**src/rtl/rr_mux_arbiter.sv**
```systemverilog
// rr_mux_arbiter
//   Round-robin arbiter and sequencer for a shared 4:1 WIDTH-bit mux path.
//   Four requesters offer words with req/gnt; one is picked per transfer,
//   its word is registered and handed downstream on valid/ready.
//
// Ports
//   clk        rising-edge clock
//   rst        synchronous reset, active-high
//   req        req[i]=1: requester i has word i valid
//   in_data    word i = in_data[i*WIDTH +: WIDTH]
//   gnt        one-hot, combinational; gnt[i]=1: word i captured at this edge
//   sel        index of the last granted requester
//   out_valid  out_data holds an unconsumed word
//   out_data   registered muxed word
//   out_ready  consumer accepts out_data when out_valid && out_ready
module rr_mux_arbiter #(
   parameter int WIDTH = 2
) (
   input  logic               clk,
   input  logic               rst,
   input  logic [3:0]         req,
   input  logic [4*WIDTH-1:0] in_data,
   output logic [3:0]         gnt,
   output logic [1:0]         sel,
   output logic               out_valid,
   output logic [WIDTH-1:0]   out_data,
   input  logic               out_ready
);

   typedef enum logic {
      IDLE = 1'b0,
      FULL = 1'b1
   } state_t;

   state_t     state, state_nxt;
   logic [1:0] ptr;
   logic [1:0] winner;
   logic [1:0] idx;
   logic       found;
   logic       load;

   // Scan ptr, ptr+1, ... (2-bit wrap) and keep the first requester seen.
   always_comb begin
      winner = '0;
      found  = 1'b0;
      idx    = '0;
      for (int unsigned k = 0; k < 4; k++) begin
         idx = ptr + 2'(k);
         if (!found && req[idx]) begin
            winner = idx;
            found  = 1'b1;
         end
      end
   end

   // A word is loaded when the output register is free (or being drained
   // this cycle) and anyone is requesting.
   always_comb begin
      load      = (state == IDLE || out_ready) && (|req) && !rst;
      gnt       = '0;
      state_nxt = state;
      if (load) begin
         gnt[winner] = 1'b1;
         state_nxt   = FULL;
      end else if (state == FULL && out_ready) begin
         state_nxt = IDLE;
      end
   end

   assign out_valid = (state == FULL);

   always_ff @(posedge clk) begin
      if (rst) begin
         state    <= IDLE;
         out_data <= '0;
         sel      <= '0;
         ptr      <= '0;
      end else begin
         state <= state_nxt;
         if (load) begin
            out_data <= in_data[int'(winner)*WIDTH +: WIDTH];
            sel      <= winner;
            ptr      <= winner + 2'd1;
         end
      end
   end

endmodule

```
**config.mk**
```make
export PLATFORM = sky130hd
export DESIGN_NAME = rr_mux_arbiter
export DESIGN_NICKNAME = d
export VERILOG_FILES = /design/src/rtl/rr_mux_arbiter.sv
export SDC_FILE = /design/constraint.sdc
export NUM_CORES = 1
export LEC_CHECK = 0
export ABC_AREA = 1
export CAP_MARGIN = 15
export CORE_ASPECT_RATIO = 0.9
export CORE_UTILIZATION = 40
export CTS_CLUSTER_SIZE = 14
export DETAILED_ROUTE_END_ITERATION = 8
export PLACE_DENSITY_LB_ADDON = 0.25
export SLEW_MARGIN = 10
export SYNTH_ARGS = -nofsm -noshare
export SYNTH_HDL_FRONTEND = slang
export SYNTH_SLANG_ARGS = --single-unit
```
**constraint.sdc**
```tcl
create_clock -name clk -period 3.8 [get_ports clk]
set_input_delay 0.76 -clock clk [delete_from_list [all_inputs] [get_ports clk]]
set_output_delay 0.76 -clock clk [all_outputs]
set_load 0.005 [all_outputs]
```
==> impl_metrics.toml <==
[run_status]
status = "completed"

[detailed_routing]
drt_iter0_markers = 6
wl_per_cell_um = 9.46
drc = 0
detail_route.wirelength_um = 1510
firstDrtPassIters = 2
vias = 740
vias_per_cell = 4.63
postRouteAntennaNets = 0

[clock_network]
cts_resized = 0
insertion_delay_ns = 0.25
hold_buffers = 0
cts_tree = "done"
root_buffer = "clkbuf_4"
clk_path_buf_depth = 2
cts.sinks = 7
cts_buffers = 3
cts_setup_buffers = 0
h-tree-depth = 1
clk_pin_slew_worst_paths_ns = 0.05

[timing]
fin_crit_sh_pct = 93.5
skew_ns = 0.00192
fmax_ghz = 0.281
fin_hold_ws_ns = 0.463
tns_ns = 0
hold_violations = 0
rsz0062_at_grt = "false"
tightest_slew_ns = 0.505
setup_viol = 0
maxSlewHeadroom_pct = 66.3
finalCriticalPeriod_ns = 3.55
report.final.slew_viol_count = 0

[worst_setup_path]
crit_type = "in -> out"
reg2reg_depth = 13
cp.depth = 12
crit_start = "req[3]"
crit_arrival_ns = 2.79
start_kind = "primary input"
cp.required_ns = 3.04
worst_path_max_delay_cell = "clkdlybuf4s50_1"
reg2reg_from = "ptr[0]"
worstPathMaxFanout = 6
r2r_end = "ptr[1]"
worst-path-buf-inv = 4
crit_path_max_incr_delay_ns = 0.51
r2r_setup_slack_ns = 1.93
setup.worst_path.end_class = "output port"
path_cells = "clkdlybuf4s50_1 -> nand2_1 -> nand2_2 -> nand2_1 -> nand2_4 -> inv_2 -> nand2_1 -> nand3_4 -> a21oi_2 -> inv_1 -> nor2_1 -> clkdlybuf4s50_1"
critical_path.top_delay_family = "buffers and inverters"
crit_top_cell = "nand2_1"
cp-endpoint = "gnt[0]"

[worst_hold_path]
min_path_type = "reg -> reg"
min_from = "sel[1]"

[placed_design]
io_buffers = 23
dp_hpwl_um = 1260
gp_congestion = 0.810

[synthesis]
synth_warnings = 0
synth_cells = 112
ys_types = 21
synth_area_um2 = 702
avgSynthCellArea_um2 = 6.27
ys_seq_area_share_pct = 20.0
synthesis.nets = 127
ys_ff_latch = 7

[pwr]
vdd_drop_max_mv = 0.383
pwr_density_cell_nw_per_um2 = 830
power.leakage_nw = 0.491

[floorplan]
die_h_um = 41.7
core_um2 = 1550
initial_core_util_pct = 45.4
io_pins = 24
die_area_um2 = 1930
die_w_um = 46.2
placementRows = 13

[finish]
nets = 154
drive_above_1_share_pct = 20.3
syn_to_final_growth_pct = 38.9
num_antenna_cells = 0
fillerInstances = 148

[global_routing]
gr-total-overflow = 0
grt_max_degree = 11
grt_pass1_wl_um = 2730
grt_pass1_vias = 695
grt_usage_pct = 19.0
antenna_found_initial = 0

[job]
maxCapViolCount = 0
## synth_stat cells, drive strengths merged
library cell,count,area [um2]
a21oi,4,23.8
buf,1,11.3
dfxtp,7,140
inv,18,75.1
nand2,47,226
nand3,18,113
nor2,10,57.6
nor4,1,6.26
o211ai,1,21.3
o21ai,4,20.0
o31ai,1,7.51
## worst min-delay path by stage
stage / end / cells past startpoint
CTS: sel[1] / 2
global placement: sel[1] / 2
detailed placement: sel[1] / 2
global route: sel[1] / 2
floorplan: sel[1] / 2
finish: sel[1] / 2
## per-stage QoR
stage,setup slack [ns],area (um2),std cells,util (%),total power [mW]
detailed placement,0.244,948,156,61.4,0.746
global placement,0.264,948,156,61.4,0.736
finish,0.247,975,160,63.1,0.809
CTS,0.232,975,160,63.1,0.816
global route,0.0633,975,160,63.1,0.903
floorplan,1.37,702,112,-,0.603
## cell families after synthesis
kind of cell           count (synthesis)  synth area share, %
buffers and inverters                 19                 12.3
AO/OA/AOI/OAI                         10                 10.3
AND/OR/NAND/NOR                       76                 57.4
flip-flops                             7                 20.0
## routing by layer
layer,part of all wire (%),wire length [um],track usage (%),vias to the layer above
met1,47,718,24.5,317
li1,-,-,-,404
met2,48,723,29.3,19
met4,0,0,2.94,0
met5,0,0,0,-
met3,4.8,72,8.26,0
## state kept, by name, summed over array words and instances (netlist names)
name       flops
ptr            2
out_data       2
sel            2
out_valid      1
## power by group
part / switching, mW / internal (mW) / total [mW]
registers: 0.0366 / 0.0995 / 0.136
logic: 0.362 / 0.243 / 0.605
clock network: 0.0279 / 0.0401 / 0.0680
total: 0.426 / 0.383 / 0.809
## cells in the final DEF, fill, tap and decap left out
master	synthesis	layout
nor4_1	1	1
a21oi_1	3	3
inv_6	1	1
nand2_2	8	8
inv_1	14	14
a21oi_2	1	1
nor2_2	2	2
inv_2	2	2
clkbuf_1	0	1
nand3_4	1	1
nand3_2	2	2
nand3_1	15	15
inv_4	1	1
o31ai_1	1	1
dfxtp_1	7	7
o21ai_0	4	4
clkbuf_4	0	3
o211ai_4	1	1
nand2_1	35	35
nor2_1	6	6
nor2_4	2	2
nand2_4	4	4
clkdlybuf4s50_1	0	23
## worst min-delay path, stage by stage, from the launching register on
cell	delay [ns]
dfxtp_1	0.31
nand2_1	0.06
a21oi_1	0.05
## layout make-up
class	count	area [um2]	share of cell area [%]
timing repair buffer	23	230	23.6
clock buffer	4	26.3	2.70
tap	22	27.5	2.82
multi-input combinational	86	475	48.8
sequential	7	140	14.4
inverter	18	75.1	7.70
Power figures use the tool's default switching activity.
